$ cat src/rtl/bcd_conv_pkg.sv
// Shared types and constants for the sequential BCD-to-binary converter.
package bcd_conv_pkg;

  typedef enum logic [1:0] {IDLE, SHIFT, DONE} state_t;

  localparam logic [3:0] DIGIT_ADJ_THRESH = 4'd8;
  localparam logic [3:0] DIGIT_ADJ        = 4'd3;

  function automatic int bw_of(input int ndig);
    return 4 * ndig;
  endfunction

  function automatic int cnt_w_of(input int bw);
    return (bw > 1) ? $clog2(bw) : 1;
  endfunction

endpackage

$ cat src/rtl/bcd_to_bin_seq_digit_adj.sv
// One BCD digit correction step of reverse double-dabble: if >= 8 subtract 3.
module bcd_digit_adj
  import bcd_conv_pkg::*;
(
  input  logic [3:0] d,
  output logic [3:0] q
);

  assign q = (d >= DIGIT_ADJ_THRESH) ? d - DIGIT_ADJ : d;

endmodule

$ cat src/rtl/bcd_to_bin_seq.sv
// Sequential BCD-to-binary converter, one shift-right plus digit adjust per clock.
// Optional input digit validation enabled by defining BCD_DIGIT_CHECK_EN.
module bcd_to_bin_seq
  import bcd_conv_pkg::*;
#(
  parameter int NDIG = 3
) (
  input  logic                clk,
  input  logic                rst,
  input  logic                start,
  input  logic [4*NDIG-1:0]   bcd_in,
  output logic                ready,
  output logic                busy,
  output logic                done,
  output logic [4*NDIG-1:0]   bin_out,
  output logic                err
);

  localparam int BW = bw_of(NDIG);
  localparam int CW = cnt_w_of(BW);
  localparam logic [CW-1:0] CNT_LAST = CW'(BW - 1);

  state_t            state, state_nx;
  logic [CW-1:0]     cnt;
  logic [2*BW-1:0]   sr, sr_shift, sr_next;
  logic              load;
  logic              bad;
  logic              last_shift;

  // Upper BW bits hold the BCD digits being drained; lower BW bits collect binary.
  assign sr_shift = {1'b0, sr[2*BW-1:1]};
  assign sr_next[BW-1:0] = sr_shift[BW-1:0];

  for (genvar g = 0; g < NDIG; g++) begin : g_adj
    bcd_digit_adj u_adj (
      .d (sr_shift[BW + 4*g +: 4]),
      .q (sr_next [BW + 4*g +: 4])
    );
  end

`ifdef BCD_DIGIT_CHECK_EN
  function automatic logic has_bad_digit(input logic [BW-1:0] v);
    logic r;
    r = 1'b0;
    for (int i = 0; i < NDIG; i++) begin
      if (v[4*i +: 4] > 4'd9) r = 1'b1;
    end
    return r;
  endfunction

  assign bad = has_bad_digit(bcd_in);
`else
  assign bad = 1'b0;
`endif

  assign last_shift = (state == SHIFT) && (cnt == CNT_LAST);

  always_comb begin
    state_nx = state;
    load     = 1'b0;
    unique case (state)
      IDLE: begin
        if (start) begin
          load     = 1'b1;
          state_nx = bad ? DONE : SHIFT;
        end
      end
      SHIFT: begin
        if (cnt == CNT_LAST) state_nx = DONE;
      end
      DONE: begin
        if (start) begin
          load     = 1'b1;
          state_nx = bad ? DONE : SHIFT;
        end else begin
          state_nx = IDLE;
        end
      end
      default: state_nx = IDLE;
    endcase
  end

  always_ff @(posedge clk or posedge rst) begin
    if (rst) begin
      state   <= IDLE;
      cnt     <= '0;
      bin_out <= '0;
    end else begin
      state <= state_nx;
      if (load)                cnt <= '0;
      else if (state == SHIFT) cnt <= cnt + 1'b1;
      if (last_shift)          bin_out <= sr_next[BW-1:0];
      else if (load && bad)    bin_out <= '0;
    end
  end

  // Datapath shift register carries no reset; it is always reloaded at accept.
  always_ff @(posedge clk) begin
    if (load)                sr <= {bcd_in, {BW{1'b0}}};
    else if (state == SHIFT) sr <= sr_next;
  end

`ifdef BCD_DIGIT_CHECK_EN
  always_ff @(posedge clk or posedge rst) begin
    if (rst)               err <= 1'b0;
    else if (last_shift)   err <= 1'b0;
    else if (load && bad)  err <= 1'b1;
  end
`else
  assign err = 1'b0;
`endif

  assign ready = (state != SHIFT);
  assign busy  = (state == SHIFT);
  assign done  = (state == DONE);

endmodule

$ cat config.mk
export PLATFORM = sky130hd
export DESIGN_NAME = bcd_to_bin_seq
export DESIGN_NICKNAME = d
export VERILOG_FILES = /design/src/rtl/bcd_conv_pkg.sv /design/src/rtl/bcd_to_bin_seq_digit_adj.sv /design/src/rtl/bcd_to_bin_seq.sv
export SDC_FILE = /design/constraint.sdc
export NUM_CORES = 1
export LEC_CHECK = 0
export ABC_CLOCK_PERIOD_IN_PS = 4100
export CAP_MARGIN = 10
export CELL_PAD_IN_SITES_DETAIL_PLACEMENT = 0
export CELL_PAD_IN_SITES_GLOBAL_PLACEMENT = 1
export CORE_MARGIN = 2
export CORE_UTILIZATION = 35
export CTS_BUF_LIST = sky130_fd_sc_hd__clkbuf_4
export DETAILED_ROUTE_END_ITERATION = 8
export PLACE_DENSITY = 0.77
export REMOVE_ABC_BUFFERS = 1
export SYNTH_ARGS = -nofsm -noshare
export SYNTH_HDL_FRONTEND = slang
export SYNTH_SLANG_ARGS = --single-unit
$ cat constraint.sdc
create_clock -name clk -period 4.1 [get_ports clk]
set_input_delay 0.82 -clock clk [delete_from_list [all_inputs] [get_ports clk]]
set_output_delay 0.82 -clock clk [all_outputs]
set_load 0.01 [all_outputs]
==> impl_metrics.toml <==
[global_routing]
grt_usage = 0.1185
grt_antenna_before_repair = 0
grt_pass1_vias = 1111
grt_max_degree = 22
grt_pass1_wl_um = 4961
grt_overflow = 0

[clocking]
post_cts_buffers = 0
cts.repair.resized = 0
ctsHoldBuffers = 0
clk_pin_slew_ns = 0.11
clock_latency_ns = 0.34
cts_max_level = 2
cts_buffers = 5
root_buffer = "clkbuf_4"
cts.sinks = 41
cts_tree = "done"
clock_path_buffers = 2

[pwr]
finalPower_mw = 1.552
p_int_mw = 1.034
vdd_ir_drop_max_mv = 0.3547
p_per_area_nw_per_um2 = 733.8
comb_power_share = 0.377
swShare = 0.3337
pwr-share-seq = 0.497
p_clk_frac = 0.126
leakagePower_nw = 0.8739
switching_power_mw = 0.5180

[layout]
nets = 183
diodes = 0
layout_commonest_cell = "clkdlybuf4s50_1"
layout_common_cells = "clkdlybuf4s50_1 (29), dfrtp_1 (18), a22o_1 (15)"
area_growth_pct = 20.53
drive_gt1_frac = 0.1524
utilization = 0.4421
fillCellCount = 451

[routing]
drc = 0
vias = 1054
met1_length_um = 1375
highest_layer = "met4"
ant_nets = 0
dr.first_iter.drc_count = 23
route.detailed.wl_per_inst_um = 12.75
met2WireLength_um = 1314
vias_per_cell = 4.563
firstDrtPassIters = 5
wl_met3_um = 203
wl_um = 2946

[yosys]
yosysTopAreaCellShare = 0.2566
synth_cell_types = 27
synth_area_um2 = 1755
synth_area_leader_cell = "dfrtp_1"
synth_fa_ha_area_frac = 0.03564
synth_top_family_by_area = "compound AO/OA/AOI/OAI gates"
yosysSeqAreaShare = 0.5873
synth_compound_area_frac = 0.1091
synth_area_per_cell_um2 = 13.10
ys_top_cells_by_area = "dfrtp_1 (26%), edfxtp_1 (21%), dfxtp_1 (13%)"
synth_xor_area_frac = 0.01996
ys_ff_latch = 41
muxShareOfSynthArea = 0.09408
yosys_warnings = 0
synthSimpleGateAreaFrac = 0.09408
synth_cells = 134

[sta]
setup_ws_ns = 1.445
tightestPinTransition_ns = 0.6811
fin_crit_ns = 2.656
slew_violations = 0
setup_viol = 0
final_hold_viol_count = 0
skew_ns = 0.008666
rsz0062_at_grt = "no"
relSlewSlack = 0.5455
finalCritPeriodShare = 0.6477
tns_ns = 0
fmax_mhz = 376.6

[worst_setup_path]
crit_type = "flop to output port"
r2r_cells = 4
arrival_ns = 1.84
crit_fanout = 21
worstReg2RegEnd = "sr[20]"
worstPathRequired_ns = 3.28
end_kind = "output port"
worstSetupStartpoint = "state[1]"
rrSetupSlack_ns = 2.30
startpoint_type = "flop"
r2r-start = "state[0]"
cp-endpoint = "busy"

[die]
row_count = 25
core_area_um2 = 4786
ios = 31
dieArea_um2 = 5598
die_h_um = 74.82
die_w_um = 74.82
start_util = 0.3668

[run_status]
status = "finished clean"

[placed_design]
io_buffers = 29
gp_congestion = 0.7629
dp_hpwl_um = 2036
dp_worst_setup_slack_ns = 1.489

[run]
max_cap_viol_count = 0

[min_path]
worstHoldPathType = "flop to flop"
## area by class of cell
cell class | count | area, um2 | share of cell area
clock inverter | 1 | 3.754 | 0.001774
inverter | 7 | 31.28 | 0.01478
tap | 67 | 83.83 | 0.03962
clock buffer | 7 | 52.55 | 0.02484
sequential | 41 | 1031 | 0.4873
timing repair buffer | 29 | 290.3 | 0.1372
multi-input combinational | 79 | 623.1 | 0.2945
## worst max-delay path: stages (launching register included)
cell and delay (ns):
dfrtp_1 0.39, nand2b_2 0.30, clkinv_4 0.22, clkdlybuf4s50_1 0.58
## synthesized netlist by cell type
cell and instances:
buf_6 2, and2_1 1, nor2b_1 3, a22o_1 15, dfrtp_1 18, dfxtp_1 11
nand4_4 1, buf_12 1, edfxtp_1 12, mux2i_1 3, mux2_2 12, ha_1 5
conb_1 1, clkinv_4 1, inv_1 6, nand2b_2 1, buf_2 1, nor2_4 2
nand3b_1 2, o21ai_0 10, buf_4 3, and2b_1 1, nand2_1 13, a21oi_1 2
xnor2_1 4, nand3_1 2, nand2b_1 1
## per-stage QoR
| stage | hold slack [ns] | cell area (um2) | instances |
|---|---|---|---|
| floorplan | 0.4367 | 1685 | 127 |
| global placement | 0.4642 | 2059 | 223 |
| detailed placement | 0.4794 | 2059 | 223 |
| CTS | 0.4949 | 2116 | 231 |
| global route | 0.5170 | 2116 | 231 |
| finish | 0.4882 | 2116 | 231 |
## registers in the layout, summed over array words and instances (netlist names)
name and count:
state 2, sr 23, bin_out 12, cnt 4
## worst min-delay path by stage
stage,slack [ns],endpoint,cells after the start,start
2_1_floorplan,0.44,sr[1],1,sr[1]
3_3_place_gp,0.46,cnt[3],1,cnt[3]
3_5_place_dp,0.48,cnt[3],1,cnt[3]
4_1_cts,0.49,cnt[3],1,cnt[3]
5_1_grt,0.52,cnt[3],1,cnt[3]
6_report,0.49,cnt[3],1,cnt[3]
## logic make-up after synthesis
family                   Yosys count
other                              1
AO/OA/AOI/OAI                     27
XOR/XNOR                           4
multiplexers                      15
buffers and inverters             14
AND/OR/NAND/NOR                   27
flip-flops                        41
adder cells (fa/ha/maj)            5
## power by group through the flow
stage,combinational (mW),sequential (mW),clock (mW)
detailed placement,0.594,0.778,0
finish,0.586,0.771,0.196
floorplan,0.354,0.775,0
global placement,0.579,0.775,0
global route,0.659,0.794,0.217
CTS,0.602,0.773,0.202
## layer usage
layer,track usage,vias to the layer above
met5,0,-
met4,0.04762,0
met3,0.03614,7
met2,0.1832,34
met1,0.1560,489
li1,-,524
(Power assumes the default switching activity.)
